==> src/rtl/my_alu_if.sv <==
// Operand/result bundle for my_alu; Cout/Ovf exist only when MY_ALU_FLAGS_EN is defined.
// master drives the operands and opcode, slave (the ALU) returns the registered result and flags.
interface my_alu_if #(parameter int WIDTH = 16);
   logic [WIDTH-1:0] inA;
   logic [WIDTH-1:0] inB;
   logic             inC;
   logic [2:0]       opc;
   logic [WIDTH-1:0] outW;
   logic             Zer;
   logic             Neg;
`ifdef MY_ALU_FLAGS_EN
   logic             Cout;
   logic             Ovf;
`endif

   modport master (
      output inA, inB, inC, opc,
      input  outW, Zer, Neg
`ifdef MY_ALU_FLAGS_EN
      , input Cout, Ovf
`endif
   );

   modport slave (
      input  inA, inB, inC, opc,
      output outW, Zer, Neg
`ifdef MY_ALU_FLAGS_EN
      , output Cout, Ovf
`endif
   );
endinterface

==> src/rtl/my_alu.sv <==
// Registered ALU: 8 ops on A/B/C, result plus Zero/Negative flags one clock later.
// Optional MY_ALU_FLAGS_EN adds registered carry/borrow (Cout) and signed overflow (Ovf).
module my_alu #(
   parameter int WIDTH = 16
) (
   input  logic     clk,
   input  logic     rst,
   my_alu_if.slave  bus
);

   localparam logic [2:0] OP_ADD = 3'b000;
   localparam logic [2:0] OP_SUB = 3'b001;
   localparam logic [2:0] OP_AND = 3'b010;
   localparam logic [2:0] OP_OR  = 3'b011;
   localparam logic [2:0] OP_XOR = 3'b100;
   localparam logic [2:0] OP_NOT = 3'b101;
   localparam logic [2:0] OP_SHL = 3'b110;
   localparam logic [2:0] OP_SHR = 3'b111;
   localparam int         MSB    = WIDTH - 1;

   // The adder gets one extra bit only when its carry/borrow out is actually observed.
`ifdef MY_ALU_FLAGS_EN
   localparam int EXT = 1;
`else
   localparam int EXT = 0;
`endif

   logic [WIDTH-1+EXT:0] sum;
   logic [WIDTH-1+EXT:0] diff;
   logic [WIDTH-1:0]     res;

   assign sum  = (WIDTH+EXT)'(bus.inA) + (WIDTH+EXT)'(bus.inB) + (WIDTH+EXT)'(bus.inC);
   assign diff = (WIDTH+EXT)'(bus.inA) - (WIDTH+EXT)'(bus.inB) - (WIDTH+EXT)'(bus.inC);

`ifdef MY_ALU_FLAGS_EN
   logic carry;
   logic ovf;
`endif

   always_comb begin
      res = '0;
`ifdef MY_ALU_FLAGS_EN
      carry = 1'b0;
      ovf   = 1'b0;
`endif
      case (bus.opc)
         OP_ADD: begin
            res = sum[WIDTH-1:0];
`ifdef MY_ALU_FLAGS_EN
            carry = sum[WIDTH];
            ovf   = (bus.inA[MSB] == bus.inB[MSB]) && (res[MSB] != bus.inA[MSB]);
`endif
         end
         OP_SUB: begin
            res = diff[WIDTH-1:0];
`ifdef MY_ALU_FLAGS_EN
            // Zero-extended difference goes negative exactly when A < B + C.
            carry = diff[WIDTH];
            ovf   = (bus.inA[MSB] != bus.inB[MSB]) && (res[MSB] != bus.inA[MSB]);
`endif
         end
         OP_AND: res = bus.inA & bus.inB;
         OP_OR:  res = bus.inA | bus.inB;
         OP_XOR: res = bus.inA ^ bus.inB;
         OP_NOT: res = ~bus.inA;
         OP_SHL: begin
            res = {bus.inA[MSB-1:0], bus.inC};
`ifdef MY_ALU_FLAGS_EN
            carry = bus.inA[MSB];
`endif
         end
         OP_SHR: begin
            res = {bus.inC, bus.inA[MSB:1]};
`ifdef MY_ALU_FLAGS_EN
            carry = bus.inA[0];
`endif
         end
         default: res = '0;
      endcase
   end

   always_ff @(posedge clk) begin
      if (rst) begin
         bus.outW <= '0;
         bus.Zer  <= 1'b1;
         bus.Neg  <= 1'b0;
`ifdef MY_ALU_FLAGS_EN
         bus.Cout <= 1'b0;
         bus.Ovf  <= 1'b0;
`endif
      end else begin
         bus.outW <= res;
         bus.Zer  <= (res == '0);
         bus.Neg  <= res[MSB];
`ifdef MY_ALU_FLAGS_EN
         bus.Cout <= carry;
         bus.Ovf  <= ovf;
`endif
      end
   end

endmodule

==> src/flat_wrapper.sv <==
// flat-port wrapper written by rule: the top's interface ports become plain ports
module my_alu_flat 
#(
   parameter int WIDTH = 16
)
  (clk, rst, bus_inA, bus_inB, bus_inC, bus_opc, bus_outW, bus_Zer, bus_Neg);
  my_alu_if #(.WIDTH(WIDTH)) bus_i ();
  input  logic clk;
  input  logic rst;
  input wire logic [$bits(bus_i.inA)-1:0] bus_inA;
  input wire logic [$bits(bus_i.inB)-1:0] bus_inB;
  input wire logic [$bits(bus_i.inC)-1:0] bus_inC;
  input wire logic [$bits(bus_i.opc)-1:0] bus_opc;
  output wire logic [$bits(bus_i.outW)-1:0] bus_outW;
  output wire logic [$bits(bus_i.Zer)-1:0] bus_Zer;
  output wire logic [$bits(bus_i.Neg)-1:0] bus_Neg;
  assign bus_i.inA = bus_inA;
  assign bus_i.inB = bus_inB;
  assign bus_i.inC = bus_inC;
  assign bus_i.opc = bus_opc;
  assign bus_outW = bus_i.outW;
  assign bus_Zer = bus_i.Zer;
  assign bus_Neg = bus_i.Neg;
  my_alu #(.WIDTH(WIDTH)) u_core (.clk(clk), .rst(rst), .bus(bus_i));
endmodule
==> config.mk <==
export PLATFORM = sky130hd
export DESIGN_NAME = my_alu_flat
export DESIGN_NICKNAME = d
export VERILOG_FILES = /design/src/rtl/my_alu_if.sv /design/src/rtl/my_alu.sv /design/src/flat_wrapper.sv
export SDC_FILE = /design/constraint.sdc
export NUM_CORES = 1
export LEC_CHECK = 0
export ABC_AREA = 0
export CAP_MARGIN = 10
export CORE_MARGIN = 3
export CORE_UTILIZATION = 50
export CTS_CLUSTER_SIZE = 16
export DETAILED_ROUTE_END_ITERATION = 8
export PLACE_DENSITY = 0.75
export SKIP_CTS_REPAIR_TIMING = 1
export SYNTH_ARGS = -nofsm -noshare
export SYNTH_HDL_FRONTEND = slang
export SYNTH_SLANG_ARGS = --single-unit
export TNS_END_PERCENT = 50
==> constraint.sdc <==
create_clock -name clk -period 5.85 [get_ports clk]
set_clock_uncertainty 0.1 [all_clocks]
set_input_delay 1.4625 -clock clk [delete_from_list [all_inputs] [get_ports clk]]
set_output_delay 1.4625 -clock clk [all_outputs]
set_load 0.05 [all_outputs]
# [Word-level counts from Yosys, hierarchy flattened]
# Index checks and enable logic that the tools add are counted.
# W data, S select, Z words.
[word_totals] ff_bits=18 out_inout_bits=18
[op_classes] add_sub_neg=4 n_eq_ne=7 muxes=1 bitwise=4 reduce_logical=2
[op_table] operator="$pmux W16 S8" n=1
[op_table] operator="$add A16 B1 Y16" n=1
[op_table] operator="$add A16 B16 Y16" n=1
[op_table] operator="$and A16 B16 Y16" n=1
[op_table] operator="$logic_not A16 Y1" n=1
[op_table] operator="$not A16 Y16" n=1
[op_table] operator="$or A16 B16 Y16" n=1
[op_table] operator="$sub A16 B1 Y16" n=1
[op_table] operator="$sub A16 B16 Y16" n=1
[op_table] operator="$xor A16 B16 Y16" n=1
[op_table] operator="$eq A3 B3 Y1 const B" n=4
[op_table] operator="$eq A3 B2 Y1 const B" n=2
[op_table] operator="$eq A3 B1 Y1 const B" n=1
[op_table] operator="$logic_not A3 Y1" n=1

# [Logic depth before layout (Yosys ltp)]
[logic_depth] word_depth=4 ltp_mapped=12 depth_no_buf=12

# [Worst setup path after synthesis]
# OpenSTA, ideal clock, no wires.
[synth_timing] kind="input -> register" startpoint="input port bus_inC" endpoint="register u_core.bus.Zer" setup_ns=0.069 arrival_time_ns=3.841 t_required_ns=5.681 slack_ns=1.840 path_stages=11 n_path_buf=0 path_cell_list="inv_1 -> fa_1 -> ha_1 -> o21ai_0 -> a211o_1 -> a211oi_1 -> o211ai_1 -> mux2i_1 -> a31o_1 -> a2111o_1 -> o21ai_1"
[synth_between] elab_chain_cells=3 word_cells_on_any_way=4 classes_between="2 x add/sub; 1 x mux; 1 x reduce/logical"
[synth_lines] item="start: declaration" line="flat_wrapper.sv:12" source="input wire logic [$bits(bus_i.inC)-1:0] bus_inC;"
[synth_lines] item="$sub A16 B1 Y16 or $add A16 B1 Y16 (tied branches)" line="my_alu.sv:33, my_alu.sv:32"
[synth_lines] item="$pmux W16 S8 (*)" line="my_alu.sv:46" source="case (bus.opc)"
[synth_lines] item="$logic_not A16 Y1 (*)" line="my_alu.sv:93" source="bus.Zer <= (res == '0);"
[synth_lines] item="end signal: assignment" line="my_alu.sv:93"
[synth_lines] item="end: declaration" line="my_alu_if.sv:26" source="output outW, Zer, Neg"
# Mark *: on every way between the ends. The rest lies on a longest branch, timed or not.
# A chain may end at the register's enable or synchronous reset.

# [Final worst setup path]
[layout_timing] startpoint="input port bus_inA[6]" endpoint="register u_core.bus.Zer"
[layout_between] elab_chain_cells=4 word_cells_on_any_way=10 classes_between="4 x add/sub; 1 x mux; 4 x bitwise; 1 x reduce/logical"
[layout_lines] item="start: declaration" line="flat_wrapper.sv:10" source="input wire logic [$bits(bus_i.inA)-1:0] bus_inA;"
[layout_lines] item="$sub A16 B16 Y16 or $add A16 B16 Y16 (tied branches)" line="my_alu.sv:33, my_alu.sv:32"
[layout_lines] item="$sub A16 B1 Y16 or $add A16 B1 Y16 (tied branches)" line="my_alu.sv:33, my_alu.sv:32"
[layout_lines] item="$pmux W16 S8 (*)" line="my_alu.sv:46"
[layout_lines] item="$logic_not A16 Y1 (*)" line="my_alu.sv:93"
# Marks and branches as above.

==> results by stage <==
Cells and area:
- The layout has 633 filler cells.
- The post-synthesis to final-layout area growth is 18.2%.
- For this run, the share of the core covered by cells in the final layout is 0.622.
- The net total in the final layout is 624.
- Of the cells placed in the final design, the portion with a size suffix greater than 1 is 0.0518.
- The repair_antennas step left the layout with diodes totalling 0.
- The final design instance area without fill is 4320 sq um.

Drt:
- Summed over all layers, the routed wires come to 10800 um.
- Using the TritonRoute via totals, the vias-per-cell ratio works out to 6.17.
- In this run, the number of DRC markers left after iteration 0 of detailed routing was 271.
- For this run, the detailed router's first-pass iteration total came to 5.
- After detailed routing, the average wire length per cell comes to 17.5 um.
- The number of routed nets with antenna violations is 0.
- The via total after detailed routing is 3804.
- The count of unresolved DRC violations after routing is 0.

Timing:
- Setup violations remaining at the end of the flow were counted as 0.
- The max-slew violation count came to 0.
- The final-report hold violation count came to 0.
- For the pin with the worst max-slew slack, the measured transition is 0.751 ns.
- In the final timing run, aggregate negative setup slack is 0 ns.
- The part of the cycle the worst path needs is 0.844.
- The worst slew margin relative to its limit is 0.497.
- The clock period minus final worst setup slack is 4.94 ns.
- Setup repair after global routing left no endpoint under its margin.
- Timing would allow up to 203 MHz.

Synthesis:
- The leading register cell type out of synthesis is dfxtp_1.
- In the synthesized netlist, the number of instances is 476.
- The fraction of synthesized cell area taken by the top area cell type is 0.205.
- The count of unique library cells instantiated by Yosys is 69.
- The post-synth net total is 578.
- Of the total synthesized cell area, the portion taken by full adders, half adders and majority gates is 0.227.
- Of the post-synthesis cell area, the part taken by muxes is 0.0702.
- For this run, the register share of the synthesized area comes to 0.0932.
- The number of enable-type register cells in the synthesized netlist is 0.
- By area, the combinational part of the netlist is dominated by compound AO/OA/AOI/OAI gates.
- Yosys attributes the largest share of cell area to ha_1 (21%), dfxtp_1 (9.3%), inv_1 (5.9%), o21ai_0 (3.7%), mux4_2 (3.7%).
- The number of warnings issued by yosys is 0.
- The post-synthesis instance area is 3650 sq um.
- The average instance in the mapped netlist occupies 7.68 sq um.
- The cell taking the most area after synthesis is ha_1.
- Counting flops with an async set or reset pin after synthesis yields a share of 0.
- The synthesized design contains 17 register bits.
- Of the total synthesized cell area, the portion taken by AND, OR, NAND and NOR gates is 0.202.
- The area share of xor/xnor cells in the synthesized design is 0.0455.
- The area fraction in compound gates after synthesis is 0.275.

Global route:
- The initial antenna violation count came to 0.
- The via count of the first global-routing pass is 3451.
- The overall overflow remaining after global route is 0.
- The wire length of the first global-routing pass is 17400 um.
- The maximum number of pins on one net before global-route repair is 52.
- In the global route stage, overall resource usage came out at 0.254.

Placed design:
- The half-perimeter wire length after detailed placement is 8680 um.
- The placed instances occupy a cell area of 4270 sq um.
- Buffers placed on the I/O ports in this run total 55.
- The congestion estimate from routability-driven global placement came to 0.961.

Die:
- The starting density of the core is 0.526.
- 56 I/O pins were placed.
- The placeable core region is 6940 sq um.
- The die span in x is 91.5 um.
- The die footprint is 8370 sq um.
- Measured along the y axis, the die boundary spans 91.5 um.
- In this run the core area contains 30 standard-cell rows.

Job:
- Max-cap violations in this run came to 0.

Status:
- The run finished with clean final reports.

Setup path:
- The startpoint type of the worst setup path is an input pin.
- The data arrival time of the critical path is 5.01 ns.
- The worst path required time is 5.92 ns.
- The worst setup path is captured at a flop.
- The maximum fanout along the worst path is 6.
- The critical path is of the in -> reg type.

Clock network:
- Counting every sink on the clock net gives 17.
- The number of clock buffers inserted by TritonCTS is 3.
- CTS built an H-tree with a depth of 1.
- TritonCTS built the clock tree.
- The tree is rooted in a clkbuf_8.
- After clock tree synthesis, the clock-pin slew on the worst setup and hold paths is 0.06 ns.
- In this run the deepest clock path goes through 2 buffers.

Pwr:
- The worst vdd rail ir drop is 0.0000721 V.
- The power per cell area is 156 nW/um^2.
- Summed over all cells, the static leakage comes to 1.94 nW.
- The post-layout total power is 674 uW.

Worst hold path:
- In this run the worst hold path is classified as in -> reg.
[sequential cells by signal (all words and copies together) (netlist names)]
register,cells
u_core.bus.Neg,1
u_core.bus.Zer,1
u_core.bus.outW,15
[where the power goes]
part / total, mW / switching [mW] / internal [mW]
Combinational: 0.462 / 0.272 / 0.189
Clock: 0.0813 / 0.0342 / 0.0470
Sequential: 0.131 / 0.00263 / 0.128
Total: 0.674 / 0.309 / 0.364
[layout make-up]
cell class / instances / area (sq um) / share of cell area
timing repair buffer: 60 / 588 / 0.136
clock buffer: 3 / 41.3 / 0.00956
inverter: 59 / 221 / 0.0513
clock inverter: 1 / 5.00 / 0.00116
multi-input combinational: 381 / 3000 / 0.695
sequential: 17 / 340 / 0.0788
tap: 96 / 120 / 0.0278
[cell families after synthesis]
group,after synthesis
AO/OA/AOI/OAI,142
AND/OR/NAND/NOR,138
buffers and inverters,78
adder cells (fa/ha/maj),64
XOR/XNOR,19
multiplexers,18
flip-flops,17
[per-stage QoR]
stage	instances	hold WS, ns	worst slack (ns)
2_1_floorplan	476	1.58	1.84
3_3_place_gp	613	2.18	0.846
6_report	617	1.90	0.915
4_1_cts	617	1.90	1.01
5_1_grt	617	1.95	0.645
3_5_place_dp	613	2.15	0.760
[path summary, 6_finish.rpt]
kind | depth (start not counted) | from | endpoint
max | 12 | bus_inA[6] | u_core.bus.Zer
min | 2 | rst | u_core.bus.outW[1]
[layout by cell type, fill, tap and decap left out, drive strengths merged, types with 5 or more instances in the layout]
master	count
nor3b	5
and2	7
a21oi	20
nor4	5
nand2	32
a21o	7
or3	9
nand2b	6
nor2b	10
buf	5
a221oi	5
dfxtp	17
xnor2	11
nor3	13
clkdlybuf4s50	55
nor2	25
o21a	7
a211oi	9
xor2	8
o21ai	28
o22ai	11
mux2i	11
nand3	6
ha	60
o211ai	5
mux4	6
inv	58
a211o	5
[metal layers]
layer,share of wire,vias to the layer above,GRT usage
met5,0,-,0
met4,0.013,0,0.0616
met3,0.10,15,0.0290
met2,0.43,221,0.383
met1,0.46,1743,0.381
li1,-,1825,-
[synth_stat cells (4+ instances only)]
| master | number |
|---|---|
| ha_1 | 60 |
| or4_1 | 4 |
| nand2b_1 | 6 |
| o22ai_1 | 11 |
| dfxtp_1 | 17 |
| o211ai_1 | 5 |
| a211o_1 | 5 |
| o21ai_0 | 27 |
| buf_2 | 9 |
| mux4_2 | 6 |
| clkbuf_1 | 4 |
| o211a_1 | 4 |
| mux2i_1 | 11 |
| nor2_1 | 24 |
| a22oi_1 | 4 |
| a21oi_1 | 20 |
| a221oi_1 | 5 |
| o21a_1 | 7 |
| nand3_1 | 6 |
| and2_1 | 7 |
| nor4_1 | 4 |
| o221ai_1 | 4 |
| inv_1 | 57 |
| a21o_1 | 7 |
| xnor2_1 | 11 |
| fa_1 | 4 |
| a211oi_1 | 8 |
| or3_1 | 8 |
| nor3_1 | 13 |
| nor2b_1 | 10 |
| a2bb2oi_1 | 4 |
| xor2_1 | 8 |
| nor3b_1 | 5 |
| nand2_1 | 32 |
| or2_2 | 4 |
[worst max-delay path, stage by stage]
cell	delay, ns
clkdlybuf4s50_1	0.57
inv_1	0.10
ha_1	0.39
ha_1	0.44
and4_1	0.29
a21boi_1	0.34
o211ai_1	0.21
and4_1	0.25
or3_1	0.38
nor4_1	0.31
nand4_1	0.12
o21ai_1	0.15
Power figures use the tool's default switching activity.
